### config.mk
export PLATFORM = sky130hd
export DESIGN_NAME = radar_serial_tx
export DESIGN_NICKNAME = d
export VERILOG_FILES = /design/src/rtl/radar_serial_tx.sv
export SDC_FILE = /design/constraint.sdc
export NUM_CORES = 1
export LEC_CHECK = 0
export ABC_AREA = 1
export BUFFER_PORTS_ARGS = -buffer_cell sky130_fd_sc_hd__buf_4
export CELL_PAD_IN_SITES_DETAIL_PLACEMENT = 0
export CELL_PAD_IN_SITES_GLOBAL_PLACEMENT = 1
export CORE_MARGIN = 2
export CORE_UTILIZATION = 40
export DETAILED_ROUTE_END_ITERATION = 7
export GPL_TIMING_DRIVEN = 0
export PLACE_DENSITY_LB_ADDON = 0.05
export SYNTH_ARGS = -nofsm -noshare
export SYNTH_HDL_FRONTEND = slang
export SYNTH_SLANG_ARGS = --single-unit
### constraint.sdc
create_clock -name clk -period 4.3 [get_ports clk]
set_input_delay 0.215 -clock clk [delete_from_list [all_inputs] [get_ports clk]]
set_output_delay 0.215 -clock clk [all_outputs]
set_load 0.01 [all_outputs]
### src/rtl/radar_serial_tx.sv
// Buffers NUM_CH-word entries in a FIFO and shifts them out MSB-first with word/frame markers and gaps.
// Strobe-to-first-bit latency is 3 clk; no backpressure, so an entry arriving at a full FIFO is dropped and flagged.
module radar_serial_tx #(
  parameter int DATA_W     = 12,
  parameter int NUM_CH     = 2,
  parameter int FIFO_DEPTH = 16,
  parameter int BIT_DIV    = 16,
  parameter int GAP_BITS   = 2
) (
  input  logic                     clk,
  input  logic                     reset_n,
  input  logic                     in_valid,
  input  logic [NUM_CH*DATA_W-1:0] in_data,
  input  logic                     in_frame,
  input  logic                     ovf_clr,
  output logic                     ser_data,
  output logic                     ser_word,
  output logic                     ser_frame,
  output logic                     fifo_full,
  output logic                     overflow,
  output logic                     busy
);
  localparam int TOT_W   = NUM_CH * DATA_W;
  localparam int PTR_W   = $clog2(FIFO_DEPTH);
  localparam int GAP_CYC = GAP_BITS * BIT_DIV;
  localparam int TMR_MAX = (GAP_CYC > BIT_DIV) ? GAP_CYC : BIT_DIV;
  localparam int TMR_W   = $clog2(TMR_MAX + 1);
  localparam int IDX_W   = $clog2(TOT_W + 1);
  localparam int WPOS_W  = $clog2(DATA_W + 1);

  localparam logic [PTR_W:0]    DEPTH_C      = (PTR_W + 1)'(FIFO_DEPTH);
  localparam logic [TMR_W-1:0]  TMR_BIT_LAST = TMR_W'(BIT_DIV - 1);
  localparam logic [TMR_W-1:0]  TMR_GAP_LAST = TMR_W'((GAP_CYC > 0) ? GAP_CYC - 1 : 0);
  localparam logic [IDX_W-1:0]  IDX_LAST     = IDX_W'(TOT_W - 1);
  localparam logic [WPOS_W-1:0] WPOS_LAST    = WPOS_W'(DATA_W - 1);

  localparam logic [1:0] ST_IDLE  = 2'd0;
  localparam logic [1:0] ST_LOAD  = 2'd1;
  localparam logic [1:0] ST_SHIFT = 2'd2;
  localparam logic [1:0] ST_GAP   = 2'd3;

  typedef struct packed {
    logic             frame;
    logic [TOT_W-1:0] bits;
  } entry_t;

  logic rst_meta_q, rst_sync_q;
  entry_t mem_q [FIFO_DEPTH];
  entry_t wr_ent;
  logic   pop, push, drop;

  logic [PTR_W-1:0]  wr_ptr_q, wr_ptr_d, rd_ptr_q, rd_ptr_d;
  logic [PTR_W:0]    count_q, count_d;
  logic [1:0]        state_q, state_d;
  logic [TMR_W-1:0]  tmr_q, tmr_d;
  logic [IDX_W-1:0]  bit_idx_q, bit_idx_d;
  logic [WPOS_W-1:0] wpos_q, wpos_d;
  logic [TOT_W-1:0]  shreg_q, shreg_d;
  logic tag_q, tag_d, ovf_q, ovf_d;
  logic ser_data_q, ser_data_d, ser_word_q, ser_word_d, ser_frame_q, ser_frame_d;

  always_ff @(posedge clk or negedge reset_n) begin
    if (!reset_n) begin
      rst_meta_q <= 1'b0;
      rst_sync_q <= 1'b0;
    end else begin
      rst_meta_q <= 1'b1;
      rst_sync_q <= rst_meta_q;
    end
  end

  // Entries are stored channel-reordered so the shifter only ever looks at its MSB.
  always_comb begin
    wr_ent.frame = in_frame;
    wr_ent.bits  = '0;
    for (int k = 0; k < NUM_CH; k++) begin
      wr_ent.bits[TOT_W-1-k*DATA_W -: DATA_W] = in_data[k*DATA_W +: DATA_W];
    end
    pop      = (state_q == ST_IDLE) && (count_q != '0);
    push     = in_valid && ((count_q != DEPTH_C) || pop);
    drop     = in_valid && !push;
    wr_ptr_d = wr_ptr_q + PTR_W'(push);
    rd_ptr_d = rd_ptr_q + PTR_W'(pop);
    count_d  = count_q + (PTR_W + 1)'(push) - (PTR_W + 1)'(pop);
    ovf_d    = drop | (ovf_q & ~ovf_clr);
  end

  always_ff @(posedge clk) begin
    if (push) mem_q[wr_ptr_q] <= wr_ent;
  end

  always_comb begin
    state_d   = state_q;
    tmr_d     = tmr_q;
    bit_idx_d = bit_idx_q;
    wpos_d    = wpos_q;
    shreg_d   = shreg_q;
    tag_d     = tag_q;
    case (state_q)
      ST_IDLE: begin
        if (pop) begin
          shreg_d = mem_q[rd_ptr_q].bits;
          tag_d   = mem_q[rd_ptr_q].frame;
          state_d = ST_LOAD;
        end
      end
      ST_LOAD: begin
        tmr_d     = '0;
        bit_idx_d = '0;
        wpos_d    = '0;
        state_d   = ST_SHIFT;
      end
      ST_SHIFT: begin
        if (tmr_q == TMR_BIT_LAST) begin
          tmr_d     = '0;
          shreg_d   = shreg_q << 1;
          bit_idx_d = bit_idx_q + IDX_W'(1);
          wpos_d    = (wpos_q == WPOS_LAST) ? '0 : wpos_q + WPOS_W'(1);
          if (bit_idx_q == IDX_LAST) state_d = (GAP_BITS > 0) ? ST_GAP : ST_IDLE;
        end else begin
          tmr_d = tmr_q + TMR_W'(1);
        end
      end
      default: begin
        if (tmr_q == TMR_GAP_LAST) begin
          tmr_d   = '0;
          state_d = ST_IDLE;
        end else begin
          tmr_d = tmr_q + TMR_W'(1);
        end
      end
    endcase
    ser_data_d  = (state_q == ST_SHIFT) && shreg_q[TOT_W-1];
    ser_word_d  = (state_q == ST_SHIFT) && (wpos_q == '0);
    ser_frame_d = (state_q == ST_SHIFT) && tag_q && (bit_idx_q == '0);
  end

  always_ff @(posedge clk or negedge rst_sync_q) begin
    if (!rst_sync_q) begin
      wr_ptr_q    <= '0;
      rd_ptr_q    <= '0;
      count_q     <= '0;
      state_q     <= ST_IDLE;
      tmr_q       <= '0;
      bit_idx_q   <= '0;
      wpos_q      <= '0;
      shreg_q     <= '0;
      tag_q       <= 1'b0;
      ovf_q       <= 1'b0;
      ser_data_q  <= 1'b0;
      ser_word_q  <= 1'b0;
      ser_frame_q <= 1'b0;
    end else begin
      wr_ptr_q    <= wr_ptr_d;
      rd_ptr_q    <= rd_ptr_d;
      count_q     <= count_d;
      state_q     <= state_d;
      tmr_q       <= tmr_d;
      bit_idx_q   <= bit_idx_d;
      wpos_q      <= wpos_d;
      shreg_q     <= shreg_d;
      tag_q       <= tag_d;
      ovf_q       <= ovf_d;
      ser_data_q  <= ser_data_d;
      ser_word_q  <= ser_word_d;
      ser_frame_q <= ser_frame_d;
    end
  end

  assign ser_data  = ser_data_q;
  assign ser_word  = ser_word_q;
  assign ser_frame = ser_frame_q;
  assign fifo_full = (count_q == DEPTH_C);
  assign overflow  = ovf_q;
  assign busy      = (state_q != ST_IDLE) || (count_q != '0);
endmodule

; Word-level counts from Yosys, hierarchy flattened
; Memory sizes are Yosys's and may differ from the RTL's.
; Cells that the tools add are included.
[word_totals]
ff_bits = 61
ram_bits = 400
in_bits = 29
out_inout_bits = 6
word_cells = 77
mem_count = 1
[classes]
n_addsub = 7
n_eq_ne = 11
n_mux = 18
bitwise_logic = 3
n_reduce_logical = 22
[memory_table]
columns = memory, depth, word_bits, read_ports, rd_clocked_by_memory_dff, write_ports, line_no
row1 = mem_q, 16, 25, 1, 0, 1, 48  ; entry_t mem_q [FIFO_DEPTH];
[op_table]
columns = operator, n
row1 = two-way mux 24 bit, 2
row2 = one-hot mux 24 bit (2 select lines), 1
row3 = one-hot mux 6 bit (3 select lines), 1
row4 = two-way mux 6 bit, 2
row5 = "== test 5 bit, second input constant", 2
row6 = one-hot mux 5 bit (2 select lines), 1
row7 = adder 4 x 1 -> 4 bit, 2
row8 = two-way mux 2 bit, 4
row9 = two-way mux 4 bit, 2
row10 = one-hot mux 4 bit (2 select lines), 1
row11 = logical AND 1 bit, 7
row12 = "adder 6 x 1 -> 6 bit, second input constant", 1
row13 = "== test 6 x 4 -> 1 bit, second input constant", 1
row14 = "== test 6 x 5 -> 1 bit, second input constant", 1
row15 = "!= test 2 bit, second input constant", 3
row16 = one-hot mux 2 bit (3 select lines), 1
row17 = nonzero test 2 bit, 3
row18 = adder 5 x 1 -> 5 bit, 1
row19 = "adder 5 x 1 -> 5 bit, second input constant", 1
row20 = logical NOT 5 bit, 1
row21 = two-way mux 5 bit, 1
row22 = "!= test 5 bit, second input constant", 1
row23 = nonzero test 5 bit, 1
row24 = subtractor 5 x 1 -> 5 bit, 1
row25 = 16 further kinds, 19

; Logic depth before layout (Yosys ltp)
[logic_depth]
depth_word = 7
ltp_mapped = 15

; Worst setup path after synthesis
; No wires, ideal clock.
[synth_timing]
path_kind = register to register
from = register state_q[0]
to = memory mem_q[0][0] in the netlist's numbering (enable)
setup_ns = 0.407
arrival_ns = 2.324
t_required_ns = 3.893
slack_ns = 1.569
stages_incl_launch_ff = 8
period_less_slack_ns = 2.731
path_cell_list = dfrtp_1 inv_1 ha_1 buf_2 clkinv_1 nand2_1 nand4_1 nor2_1
[synth_via]
elab_chain_cells = 6
[synth_lines]
columns = element, line_no
row1 = "start, declared", 54  ; logic [1:0] state_q, state_d;
row2 = "start signal, assigned", 157  ; state_q <= state_d;
row3 = logical NOT 2 bit, 79  ; pop = (state_q == ST_IDLE) && (count_q != '0);
row4 = logical AND 1 bit, 79
row5 = logical OR 1 bit, 80  ; push = in_valid && ((count_q != DEPTH_C) || pop);
row6 = logical AND 1 bit, 80
row7 = two-way mux 1 bit, 89  ; if (push) mem_q[wr_ptr_q] <= wr_ent;
row8 = two-way mux 1 bit (implied by the code), 89
row9 = "end, declared", 48
; No other way between the ends.

; Final worst setup path
[layout_timing]
from = register state_q[0]
to = memory mem_q[10][20] in the netlist's numbering (enable)
; The elaborated chain is that of the path after synthesis.

==> tab_implementation.tex <==
\begin{tabular}{lr}
\hline
Metric & Value \\
\hline
\multicolumn{2}{l}{\textbf{Status}} \\
Outcome & completed \\
\multicolumn{2}{l}{\textbf{Die}} \\
Die area & 50700 um2 \\
Die height & 225 um \\
Area of the core & 48600 um2 \\
Rows & 81 \\
Boundary Pins & 35 \\
Initial core utilization & 40.2\% \\
Horiz. Die Dim & 225 um \\
\multicolumn{2}{l}{\textbf{Worst setup path}} \\
RR Endpoint & mem\_q[10][20] \\
Largest fanout on the critical path & 13 \\
Reg2Reg Setup Slack & 1.31 ns \\
Critical path start-end classification & flip-flop to flip-flop \\
Critical path's slowest cell & sky130\_fd\_sc\_hd\_\_nor2\_4 \\
Cell breakdown of the critical path & inv\_1 -> ha\_1 -> buf\_2 -> clkinv\_1 -> nand2\_1 -> nand4\_1 -> nor2\_4 -> buf\_16 \\
Number of cells on the worst reg-to-reg path & 8 \\
Worst Setup End Kind & flip-flop \\
CP max stage delay & 0.71 ns \\
Worst EP required & 4.59 ns \\
Arrival time at the worst endpoint & 3.28 ns \\
Worst reg2reg startpoint & state\_q[0] \\
Kind of launch point of the worst setup path & flip-flop \\
\multicolumn{2}{l}{\textbf{Flow run}} \\
MaxCap Viol Count & 0 \\
\multicolumn{2}{l}{\textbf{Worst hold path}} \\
Hold Crit Endpoint & rst\_sync\_q \\
Worst hold path type & flip-flop to flip-flop \\
Worst hold path startpoint & rst\_meta\_q \\
Count of cells along the worst hold path & 0 \\
\multicolumn{2}{l}{\textbf{Clock tree}} \\
Clock H-tree levels & 2 \\
CTS tree & yes \\
Total CTS buffers & 51 \\
Post-CTS setup repair buffer count & 0 \\
Post-CTS resize count & 0 \\
Buffer type at the clock tree root & sky130\_fd\_sc\_hd\_\_clkbuf\_16 \\
Clock Sink Count & 461 \\
Clock latency at the later pin of the worst-skew pair & 0.59 ns \\
Clock edge transition at the registers on the reported setup and hold paths & 0.06 ns \\
Cts hold-fix bufs & 30 \\
Number of buffers on the longest clock path & 3 \\
\multicolumn{2}{l}{\textbf{Routing}} \\
Highest routed layer & met4 \\
Number of vias per cell & 4.87 \\
Routed wl met2 & 26.6 mm \\
Post-route met1 wirelength & 25.9 mm \\
Average wire length per cell after detail routing & 21.1 um \\
DR iter-0 viols & 942 \\
DRC errors left & 0 \\
Total detailed-routing wirelength & 56.4 mm \\
ANT nets after route & 0 \\
Vias & 13015 \\
Met3 wire len & 2.58 mm \\
Number of iterations in the first detailed-routing pass & 5 \\
\multicolumn{2}{l}{\textbf{Placed design}} \\
DP Wirelength & 37.4 mm \\
Placed cell count & 2549 \\
Number of buffers inserted by port buffering & 34 \\
RD Place Congestion & 0.795 \\
\multicolumn{2}{l}{\textbf{Finish}} \\
Commonest cells after routing, fill and taps aside & 652 x sky130\_fd\_sc\_hd\_\_nand2\_1, 400 x sky130\_fd\_sc\_hd\_\_edfxtp\_1, 255 x sky130\_fd\_sc\_hd\_\_nor2\_1 \\
Register cell area after layout & 13500 um2 \\
Share of post-route cells with drive strength above 1 & 10.5\% \\
Leading cell type in the layout, fill and taps excluded & sky130\_fd\_sc\_hd\_\_nand2\_1 \\
Area Growth Syn to Fin & 17.9\% \\
Number of fill cells in the layout & 4481 \\
Net count reported at finish & 2056 \\
Area taken by multi-input logic gates & 5150 um2 \\
Number of cells in the finished layout apart from fillers & 2675 \\
\multicolumn{2}{l}{\textbf{Pwr}} \\
Clk network pwr share & 40.0\% \\
Leakage power summed over all cells & 9.45 nW \\
Switching part of the total power & 24.1\% \\
Fraction of power consumed by sequential logic & 50.6\% \\
PD cells & 468 nW/um2 \\
Net switching component of the power & 2.60 mW \\
Power Internal & 8.19 mW \\
Peak supply drop & 302 uV \\
Comb pwr share & 9.4\% \\
\multicolumn{2}{l}{\textbf{Timing}} \\
Hold slack final & 0.352 ns \\
Share of the clock period used by the worst path after layout & 69.5\% \\
Min Tclk post-route & 2.99 ns \\
Final hold violation count & 0 \\
Worst slew pin tran & 1.09 ns \\
Number of max-slew violations in the final report & 0 \\
Unrepaired setup endpoints after global routing & no \\
Peak clock frequency supported by timing & 335 MHz \\
Total setup violations reported at the end of the flow & 0 \\
Clock Skews & 0.0145 ns \\
Worst max-slew margin expressed relative to the limit & 27.7\% \\
\multicolumn{2}{l}{\textbf{Global route}} \\
Via count of the first global-routing pass & 12459 \\
Wire length of the first global-routing pass & 82.1 mm \\
Initial antenna violation count & 0 \\
Maximum number of pins on one net before global-route repair & 60 \\
Total congestion overflow after global routing & 0 \\
Global Route Usage Sum & 22.8\% \\
\multicolumn{2}{l}{\textbf{Yosys}} \\
Number of library cell types mapped by synthesis & 32 \\
Syn nets & 1924 \\
Cell Area, Synth & 19600 um2 \\
Number of flops mapped to enable cells by yosys & 400 \\
Instance count of the mapped netlist & 1878 \\
Most used flip-flop cell after synthesis & sky130\_fd\_sc\_hd\_\_edfxtp\_1 \\
Synthesized area per cell & 10.4 um2 \\
Flops \& latches, synth & 461 \\
Sequential fraction of the synthesis area & 69.2\% \\
Number of synthesis warnings & 0 \\
Post-synth ARST share & 13.2\% \\
\hline
\end{tabular}
## power groups by stage
stage | Clock [mW] | Combinational, mW | Sequential (mW)
floorplan | 0 | 0.478 | 5.53
global placement | 0 | 0.783 | 5.58
detailed placement | 0 | 1.01 | 5.55
CTS | 4.41 | 1.03 | 5.46
global route | 4.58 | 1.12 | 5.50
finish | 4.31 | 1.01 | 5.46
## worst max path at each step
stage	startpoint	end	slack, ns	cells after the start
floorplan	state_q[0]	mem_q[0][0]	1.57	7
global placement	state_q[0]	mem_q[11][18]	-0.37	7
detailed placement	state_q[0]	mem_q[2][19]	1.26	7
CTS	state_q[0]	mem_q[2][21]	1.24	7
global route	state_q[0]	mem_q[2][19]	1.05	7
finish	state_q[0]	mem_q[10][20]	1.31	8
## per-stage QoR
stage	power [mW]	util [%]	setup TNS, ns	area [um2]	setup WS (ns)
after floorplan	6.01	-	0	19600	1.57
after global placement	6.36	42.3	-51.16	20600	-0.369
after detailed placement	6.56	43.4	0	21100	1.26
after CTS	10.9	47.4	0	23100	1.24
after global routing	11.2	47.4	0	23100	1.05
final	10.8	47.4	0	23100	1.31
## routing by layer
metal  vias to the layer above  global-route usage [%]
met5                         -                       0
met4                         0                    6.24
met3                        75                    2.78
met2                       282                    37.3
met1                      6254                    32.0
li1                       6404                       -
## registers in the layout (all words and copies together) (netlist names)
signal,count
state_q,2
wpos_q,4
rst_sync_q,1
ser_data,1
tag_q,1
count_q,5
ser_frame,1
rd_ptr_q,4
shreg_q,24
tmr_q,6
ser_word,1
mem_q,400
bit_idx_q,5
rst_meta_q,1
overflow,1
wr_ptr_q,4
## cells in the mapped netlist, drive strengths merged (2+ instances only)
cell type,instances,share of area [%]
o21ai,40,1.0
nor2,273,5.3
a21oi,12,0.31
edfxtp,400,61
nand3b,3,0.12
clkbuf,12,0.23
inv,135,2.6
ha,16,1.0
nand4,7,0.22
nor3,3,0.10
nand2,652,13
xor2,13,0.58
dfrtp,61,7.8
nand3,164,4.2
buf,77,2.2
clkinv,2,0.038
## final cells by class
type                       instances  area share (%)
clock buffer                      66            5.91
clock inverter                    29            1.18
multi-input combinational       1191            22.3
buffer                            89            2.06
timing repair buffer              79            4.14
sequential                       461            58.7
inverter                         137            2.24
tap                              622            3.38
antenna                            1          0.0109
## cells by family after synthesis
group / Yosys count / synth area share, %
buf+inv: 226 / 5.07
xor+xnor: 14 / 0.627
other cells: 1 / 0.0192
fa+ha+maj: 17 / 1.13
simple gates: 1105 / 22.5
compound gates: 54 / 1.41
flops: 461 / 69.2
## critical path, delay by kind of cell, from the launching register on
family | cells | cell delay [ns]
buf+inv | 4 | 0.78
fa+ha+maj | 1 | 0.14
simple gates | 3 | 1.37
flops | 1 | 0.39
Power figures use the tool's default switching activity.
